### src/rtl/uart_regf_init.sv
// uart_regf_init: valid/ready command to single-access regf mem bus initiator, one access in flight.
// Optional read polling is built only with UART_REGF_INIT_POLL_EN defined.
module uart_regf_init #(
    parameter int ADDR_WIDTH = 16,
    parameter int DATA_WIDTH = 32,
    parameter int ADDR_SIZE  = 65536,
    parameter int RD_LAT     = 1,
    parameter int POLL_MAX   = 255
) (
    input  logic                  main_clk_i,
    input  logic                  main_rst_i,
    input  logic                  cmd_valid_i,
    output logic                  cmd_ready_o,
    input  logic                  cmd_write_i,
    input  logic [ADDR_WIDTH-1:0] cmd_addr_i,
    input  logic [DATA_WIDTH-1:0] cmd_wdata_i,
    input  logic                  cmd_poll_i,
    input  logic [DATA_WIDTH-1:0] cmd_pval_i,
    output logic                  rsp_valid_o,
    input  logic                  rsp_ready_i,
    output logic [DATA_WIDTH-1:0] rsp_rdata_o,
    output logic                  rsp_err_o,
    output logic                  rsp_tmo_o,
    output logic                  mem_ena_o,
    output logic [ADDR_WIDTH-1:0] mem_addr_o,
    output logic                  mem_wena_o,
    output logic [DATA_WIDTH-1:0] mem_wdata_o,
    input  logic [DATA_WIDTH-1:0] mem_rdata_i,
    output logic                  mem_err_o
);
    typedef enum logic [2:0] {IDLE, ACC, WAIT, GAP, RSP} state_t;
    state_t state, nxt;
    logic wr, err, bad, cap, done, fail;
    assign bad = 33'(cmd_addr_i) >= 33'(ADDR_SIZE);
    assign cmd_ready_o = state == IDLE;
    assign rsp_valid_o = state == RSP;
    // cap marks the cycle in which the read data from the responder is valid
    assign cap = state == WAIT || (state == ACC && !wr && !err && RD_LAT == 0);
`ifdef UART_REGF_INIT_POLL_EN
    localparam int CW = $clog2(POLL_MAX + 1);
    logic poll;
    logic [DATA_WIDTH-1:0] pval;
    logic [CW-1:0] cnt;
    // the poll mask lives in mem_wdata_o, which is don't-care for reads
    assign fail = poll && (mem_rdata_i & mem_wdata_o) != pval;
    assign done = !fail || cnt == CW'(POLL_MAX);
    always_ff @(posedge main_clk_i) begin
        if (main_rst_i) begin
            poll <= 1'b0;
            pval <= '0;
            cnt <= '0;
            rsp_tmo_o <= 1'b0;
        end else begin
            if (state == IDLE && cmd_valid_i) begin
                poll <= cmd_poll_i && !cmd_write_i && !bad;
                pval <= cmd_pval_i;
                cnt <= CW'(1);
            end else if (cap && !done) cnt <= cnt + 1'b1;
            if (nxt == RSP && state != RSP) rsp_tmo_o <= cap && fail;
        end
    end
`else
    logic unused;
    assign unused = ^{cmd_poll_i, cmd_pval_i, POLL_MAX != 0};
    assign fail = 1'b0;
    assign done = 1'b1;
    assign rsp_tmo_o = 1'b0;
`endif
    always_comb begin
        nxt = state;
        case (state)
            IDLE: nxt = cmd_valid_i ? ACC : IDLE;
            ACC: nxt = (wr || err) ? RSP : (RD_LAT != 0) ? WAIT : done ? RSP : GAP;
            WAIT: nxt = done ? RSP : ACC;
            GAP: nxt = ACC;
            RSP: nxt = rsp_ready_i ? IDLE : RSP;
            default: nxt = IDLE;
        endcase
    end
    always_ff @(posedge main_clk_i) begin
        if (main_rst_i) begin
            state <= IDLE;
            wr <= 1'b0;
            err <= 1'b0;
            mem_ena_o <= 1'b0;
            mem_addr_o <= '0;
            mem_wena_o <= 1'b0;
            mem_wdata_o <= '0;
            mem_err_o <= 1'b0;
            rsp_rdata_o <= '0;
            rsp_err_o <= 1'b0;
        end else begin
            state <= nxt;
            mem_ena_o <= nxt == ACC;
            if (state == IDLE && cmd_valid_i) begin
                wr <= cmd_write_i;
                err <= bad;
                mem_addr_o <= cmd_addr_i;
                mem_wdata_o <= cmd_wdata_i;
                mem_wena_o <= cmd_write_i && !bad;
                mem_err_o <= bad;
            end
            if (nxt == RSP && state != RSP) begin
                rsp_err_o <= err;
                rsp_rdata_o <= cap ? mem_rdata_i : '0;
            end
        end
    end
endmodule
### config.mk
export PLATFORM = sky130hd
export DESIGN_NAME = uart_regf_init
export DESIGN_NICKNAME = d
export VERILOG_FILES = /design/src/rtl/uart_regf_init.sv
export SDC_FILE = /design/constraint.sdc
export NUM_CORES = 1
export LEC_CHECK = 0
export CAP_MARGIN = 20
export CELL_PAD_IN_SITES_DETAIL_PLACEMENT = 1
export CELL_PAD_IN_SITES_GLOBAL_PLACEMENT = 2
export CORE_AREA = 4 4 129 131
export DETAILED_ROUTE_END_ITERATION = 10
export DIE_AREA = 0 0 133 135
export GPL_TIMING_DRIVEN = 0
export PLACE_DENSITY = 0.79
export RECOVER_POWER = 25
export SYNTH_ARGS = -nofsm -noshare
export SYNTH_HDL_FRONTEND = slang
export SYNTH_SLANG_ARGS = --single-unit
### constraint.sdc
create_clock -name main_clk_i -period 2.9 [get_ports main_clk_i]
set_input_delay 0.58 -clock main_clk_i [delete_from_list [all_inputs] [get_ports main_clk_i]]
set_output_delay 0.58 -clock main_clk_i [all_outputs]
set_load 0.005 [all_outputs]
Yosys cells after proc, flatten, opt, wreduce, memory -nomap -nowiden
Cells that the tools add are included.
W data, S select, Z words.
{"block": "word_totals", "ff_bits": 85, "latch_bits": 0, "ram_bits": 0, "rom_bits": 0, "in_bits": 118, "out_inout_bits": 87, "wordCells": 21, "n_memories": 0}
{"block": "op_classes", "n_addsub": 0, "multipliers": 0, "div_mod_pow": 0, "n_lt_le_gt_ge": 0, "eq_ne": 7, "shift": 0, "muxes": 5, "n_bitwise": 0, "reduce_logical": 3}
{"op": "$mux W32", "n": 1}
{"op": "$pmux W3 S5", "n": 1}
{"op": "$eq A3 B1 Y1 const B", "n": 2}
{"op": "$eq A3 B2 Y1 const B", "n": 2}
{"op": "$eq A3 B3 Y1 const B", "n": 2}
{"op": "$mux W3", "n": 2}
{"op": "$logic_not A3 Y1", "n": 1}
{"op": "$ne A3 B3 Y1 const B", "n": 1}
{"op": "$logic_and A1 B1 Y1", "n": 2}
{"op": "$mux W1", "n": 1}

Longest topological paths before layout
Gate-level depths: netlist of the first run.
{"block": "logic_depth", "depth_word": 4, "ltp_mapped": 7, "depth_no_buf": 3}

Least setup slack after synthesis of the first run
OpenSTA, ideal clock, no wires.
{"block": "synth_timing", "path_kind": "input to register", "from": "input port main_rst_i", "to": "register rsp_rdata_o[0]", "arrival_ns": 1.595, "required_time_ns": 2.841, "setup_slack_ns": 1.246, "stages": 4, "path_cell_list": "clkbuf_1 nor4b_2 clkbuf_1 a22o_1"}
{"item": "start, declared", "line_no": "11", "rtl": "input logic main_rst_i,"}
{"item": "end signal, assigned", "line_no": "105", "rtl": "rsp_rdata_o <= cap ? mem_rdata_i : '0;"}
{"item": "end, declared", "line_no": "21", "rtl": "output logic [DATA_WIDTH-1:0] rsp_rdata_o,"}

Worst setup path in the final report of the first run
{"block": "layout_timing", "from": "register state[2]", "to": "output port rsp_valid_o"}
{"block": "layout_via", "elab_chain_cells": 1}
{"item": "start, declared", "line_no": "32", "rtl": "state_t state, nxt;"}
{"item": "start signal, assigned", "line_no": "93", "rtl": "state <= nxt;"}
{"item": "$eq A3 B3 Y1", "line_no": "36", "rtl": "assign rsp_valid_o = state == RSP;"}
{"item": "end, declared", "line_no": "19", "rtl": "output logic rsp_valid_o,"}
No other way between the ends.

==> metrics, run 1 <==
required time worst endpoint=2.32 ns; vias in the first global route=3138; Clock transition at path regs=0.06 ns; Synth area leader=dfxtp_1; die width=133 µm; via count=2840; I/O Buffers=167; number of synthesized register bits=85; Synth area leaders=dfxtp_1 (59%), nand2_1 (13%), a22o_1 (9.7%), a21oi_1 (8.5%), clkbuf_1 (1.8%); critical path class=reg2out; Fill cells=1807; CTS Buf Count=9; PnR Total Power=2.96 mW; pin count of the biggest net entering global routing=14; synthesized area=2880 µm²; Net count, final=609; CP Cell Sequence=clkbuf_1, and2_1, clkdlybuf4s50_1; Max-slew headroom=0.558; min-delay worst type=reg2reg; CORE AREA=15600 µm²; ys async rst share=0; 1st-iter DRT viols=77; Final Skew=0.00470 ns; cts repair resizes=0; setup total negative slack=0 ns; Clock Latency Late Sink=0.34 ns; first-pass GRT wire length=16800 µm; wire length per cell=15.0 µm; Leak Pwr=2.00 nW; internal power=2.28 mW; vias per cell=3.99; commonest non-fill, non-tap cells in the layout=clkdlybuf4s50_1 (130), nand2_1 (100), dfxtp_1 (85), a21oi_1 (49), dlygate4sd3_1 (37); Antenna Nets Post-Route=0; most common cell after layout, fill and taps aside=clkdlybuf4s50_1; Max VDD drop=0.258 mV; Metal-1 WL=4460 µm; CP Launch Type=register; die height=135 µm; clock share of power=0.421; Max Cap Viol=0; Pre-Repair DR Iteration Count=3; top layer in use=met4; wire length on met2=5460 µm; post-DP HPWL=8070 µm; Sw Pwr=0.681 mW; # rows=46; Primary FF master, synth=dfxtp_1; Util after Layout=0.330; setup slack, reg-to-reg=0.92 ns; sw frac=0.230; yosys warns=0; Starting Density=0.184; Area growth syn-to-layout=78.8%; Yosys cell types=21; actual slew at the worst max-slew pin=0.658 ns; status=completed; Comb power frac=0.150; total die area=18000 µm²; # DRC=0; Ports=205; worst path arrival time=1.80 ns; Worst Path Buf+Inv=2; area of the multi-input gates=1030 µm²; Setup-failing EPs final=0; Final min period=2.38 ns; Crit-path slowest cell=clkdlybuf4s50_1; pwr dens=575 nW/µm²; Top delay family on crit path=buffers and inverters; cell count after synthesis=311; root buffer cell=clkbuf_16; Final period util=0.822; Post-synth EDFFs=0; final WL=10700 µm; Fin. Hold Viols=0; Final Slew Violations=0; Max Freq=420 MHz; area share of the largest cell type after synthesis=0.592; CTS tree=done; final worst slack=0.516 ns; Remaining Overflow, GRT=0; part of the power in registers=0.429; Seq/Total Area, Yosys=0.592; Total Routing Usage GR=0.119; CP max FO=10; CTS H-tree lvls=3; CTS sink count=85; pre-CTS setup slack=0.404 ns; Hold Worst Slack=0.454 ns; Crit. End Element=output pin; Seq. cell area=1700 µm²; routability cong.=0.725; setup repair bufs after CTS=0; met3 wire length=531 µm; RSZ-0062 raised after global routing=false; clock buffer depth=2; CP peak stage delay=0.55 ns; Synth Area per Inst=9.25 µm²; Hold-fix buffers, CTS=0; n_diodes=0; initial antenna violation count=0; layout cells sized above 1=0.0565
per-layer routing:
metal,vias to the layer above,track usage
li1,1405,-
met1,1336,0.136
met2,85,0.206
met3,14,0.0306
met4,0,0.0606
met5,-,0
stage by stage:
step	cell area (µm²)	cells
6_report	5140	712
5_1_grt	5140	712
4_1_cts	5140	712
3_5_place_dp	4830	696
3_3_place_gp	4830	696
2_1_floorplan	2880	313
synthesized netlist by cell type, types with 2 or more instances:
cell type / count
a211oi_1: 2
a21oi_1: 49
a22o_1: 32
buf_2: 8
buf_4: 3
buf_6: 3
clkbuf_1: 14
dfxtp_1: 85
nand2_1: 100
nor2_1: 2
nor3_1: 2
nor4b_2: 2
power groups by stage:
| stage | clock [mW] | sequential, mW | combinational, mW |
|---|---|---|---|
| detailed placement | 0 | 1.30 | 0.464 |
| floorplan | 0 | 1.30 | 0.155 |
| global route | 1.35 | 1.28 | 0.491 |
| global placement | 0 | 1.30 | 0.455 |
| finish | 1.24 | 1.27 | 0.444 |
| CTS | 1.29 | 1.27 | 0.467 |
flip-flops by register name, indices dropped and copies added, names as in the netlist:
name / cells
mem_wdata_o: 32
rsp_rdata_o: 32
mem_addr_o: 16
state: 3
mem_ena_o: 1
wr: 1
path summary, 6_finish.rpt:
kind                              startpoint                           end  cells past startpoint
hold reg to reg   mem_addr_o[5]$_SDFFE_PP0P_    mem_addr_o[5]$_SDFFE_PP0P_                      2
hold / removal    mem_addr_o[5]$_SDFFE_PP0P_    mem_addr_o[5]$_SDFFE_PP0P_                      2
setup / recovery         state[2]$_SDFF_PP0_                   rsp_valid_o                      3
setup reg to reg         state[2]$_SDFF_PP0_  rsp_rdata_o[22]$_SDFFE_PP0P_                      5
worst min-delay path: cells and delay by family (launching register included):
family,cells,cell delay [ns]
DFF,1,0.31
AOI/OAI and AO/OA,1,0.05
and+or+nand+nor,1,0.05
kinds of logic (layout without fill, tap and decap cells):
family,Yosys count,after routing,share of synthesized area
buffers and inverters,29,212,0.0531
DFF,85,85,0.592
AOI/OAI and AO/OA,84,84,0.191
other,1,3,0.00130
and+or+nand+nor,112,112,0.163
cell type report:
cell class / instances / share of cell area
clock buffer: 13 / 0.0486
tap: 216 / 0.0525
buffer: 28 / 0.0287
sequential: 85 / 0.331
timing repair buffer: 167 / 0.325
clock inverter: 3 / 0.0134
inverter: 1 / 0.000730
multi-input combinational: 199 / 0.200
(Power assumes the default switching activity.)
==> inputs of run 2 (changes only) <==
--- a/config.mk
+++ b/config.mk
@@ -8,11 +8,11 @@
 export CAP_MARGIN = 20
 export CELL_PAD_IN_SITES_DETAIL_PLACEMENT = 1
 export CELL_PAD_IN_SITES_GLOBAL_PLACEMENT = 2
-export CORE_AREA = 4 4 129 131
+export CORE_AREA = 4 4 132 134
 export DETAILED_ROUTE_END_ITERATION = 10
-export DIE_AREA = 0 0 133 135
+export DIE_AREA = 0 0 136 138
 export GPL_TIMING_DRIVEN = 0
-export PLACE_DENSITY = 0.79
+export PLACE_DENSITY = 0.76
 export RECOVER_POWER = 25
 export SYNTH_ARGS = -nofsm -noshare
 export SYNTH_HDL_FRONTEND = slang
==> constraint.sdc (replaced) <==
create_clock -name main_clk_i -period 2.38 [get_ports main_clk_i]
set_input_delay 0.476 -clock main_clk_i [delete_from_list [all_inputs] [get_ports main_clk_i]]
set_output_delay 0.476 -clock main_clk_i [all_outputs]
set_load 0.005 [all_outputs]
==> metrics, run 2 (synthesis results as in run 1) <==
Remaining Overflow, GRT=0; CTS H-tree lvls=3; n_diodes=0; initial antenna violation count=0; wire length per cell=14.7 µm; setup slack, reg-to-reg=0.58 ns; 1st-iter DRT viols=83; Hold-fix buffers, CTS=0; total die area=18800 µm²; Total Routing Usage GR=0.112; Regs by FF count=mem_wdata_o x32, rsp_rdata_o x32, mem_addr_o x16; Final Skew=0.00553 ns; Clock transition at path regs=0.06 ns; Ports=205; Max Freq=481 MHz; pin count of the biggest net entering global routing=13; Max Cap Viol=0; required time worst endpoint=1.90 ns; Max VDD drop=0.276 mV; Area growth syn-to-layout=78.4%; layout cells sized above 1=0.0587; vias in the first global route=3057; Pre-Repair DR Iteration Count=4; reg-to-reg endpoint=mem_addr_o[5]$_SDFFE_PP0P_; critical path class=reg2out; most common cell after layout, fill and taps aside=clkdlybuf4s50_1; cts repair resizes=0; number of non-filler instances in the completed layout=714; min-delay worst type=reg2reg; Cell Count Post-Placement=700; vias per cell=3.93; reg2reg start=state[2]$_SDFF_PP0_; root buffer cell=clkbuf_16; post-DP HPWL=8020 µm; CTS Buf Count=9; worst path arrival time=1.60 ns; number of stages on the worst hold path=2; die width=136 µm; # rows=47; # DRC=0; CTS sink count=85; Final Slew Violations=0; Max-slew headroom=0.598; I/O Buffers=167; setup total negative slack=0 ns; CORE AREA=16300 µm²; Setup-failing EPs final=0; Leak Pwr=2.00 nW; routability cong.=0.723; Fin. Hold Viols=0; actual slew at the worst max-slew pin=0.598 ns; Crit. End Element=output pin; Final min period=2.08 ns; Net count, final=609; R2R depth=6; CTS tree=done; pwr dens=686 nW/µm²; Starting Density=0.177; status=completed; final WL=10500 µm; first-pass GRT wire length=16600 µm; CP Launch Type=register; Antenna Nets Post-Route=0; die height=138 µm; via count=2808; CP max FO=9; setup repair bufs after CTS=0; commonest non-fill, non-tap cells in the layout=clkdlybuf4s50_1 (131), nand2_1 (100), dfxtp_1 (85), a21oi_1 (49), dlygate4sd3_1 (36); Final period util=0.873; Clock Latency Late Sink=0.33 ns; PnR Total Power=3.52 mW; RSZ-0062 raised after global routing=false; clock buffer depth=2; hold path endpoint=mem_addr_o[11]$_SDFFE_PP0P_; worst hold start=mem_addr_o[11]$_SDFFE_PP0P_
## run 2: cell types whose count changed in the layout (fill, tap and decap cells not counted), sizes merged
cell and delta:
clkbuf -1, bufinv -1, buf +1, dlygate4sd3 -1
clkdlybuf4s50 +1, clkinv -1
## run 2: metal layers
metal / wire length [µm] / global-route usage / part of all wire / up-vias
li1: - / - / - / 1406
met1: 4380 / 0.130 / 0.42 / 1303
met2: 5250 / 0.187 / 0.50 / 87
met3: 663 / 0.0342 / 0.063 / 12
met4: 216 / 0.0525 / 0.021 / 0
met5: 0 / 0 / 0 / -
## run 2: worst max path at each step
| stage | from | end | slack, ns | cells past startpoint |
|---|---|---|---|---|
| after floorplan | main_rst_i | rsp_rdata_o[0]$_SDFFE_PP0P_ | 0.83 | 4 |
| after global placement | cmd_valid_i | mem_addr_o[5]$_SDFFE_PP0P_ | 0.07 | 6 |
| after detailed placement | cmd_valid_i | mem_addr_o[12]$_SDFFE_PP0P_ | 0.04 | 6 |
| after CTS | state[0]$_SDFF_PP0_ | rsp_valid_o | 0.28 | 4 |
| after global routing | state[0]$_SDFF_PP0_ | rsp_valid_o | 0.20 | 4 |
| final | state[0]$_SDFF_PP0_ | rsp_valid_o | 0.30 | 4 |
## run 2: cell type report
class	instances	area, µm²
fillers	1873	11200
repair buffers	167	1670
flip-flops and latches	85	1700
clock inverters	1	30.0
inverters	1	3.75
plain buffers	28	149
well taps	220	275
clock buffers	13	270
multi-input cells	199	1030
## run 2: critical path: stages (launching register included)
cell and delay (ns):
dfxtp_1 0.31, buf_6 0.13, nor2_1 0.16, and2_1 0.14, clkdlybuf4s50_1 0.53
## run 2: power breakdown
group          internal, mW  total [mW]  switching [mW]
logic                 0.320       0.542           0.222
clock network         0.888        1.43           0.541
registers              1.50        1.55          0.0426
## run 2: through the flow
stage,setup slack [ns],cell area [µm²],hold slack [ns],utilization
floorplan,0.830,2880,0.453,-
global placement,0.0745,4830,0.443,0.297
detailed placement,0.0411,4830,0.448,0.297
CTS,0.277,5130,0.457,0.315
global route,0.204,5130,0.472,0.315
finish,0.302,5130,0.451,0.315
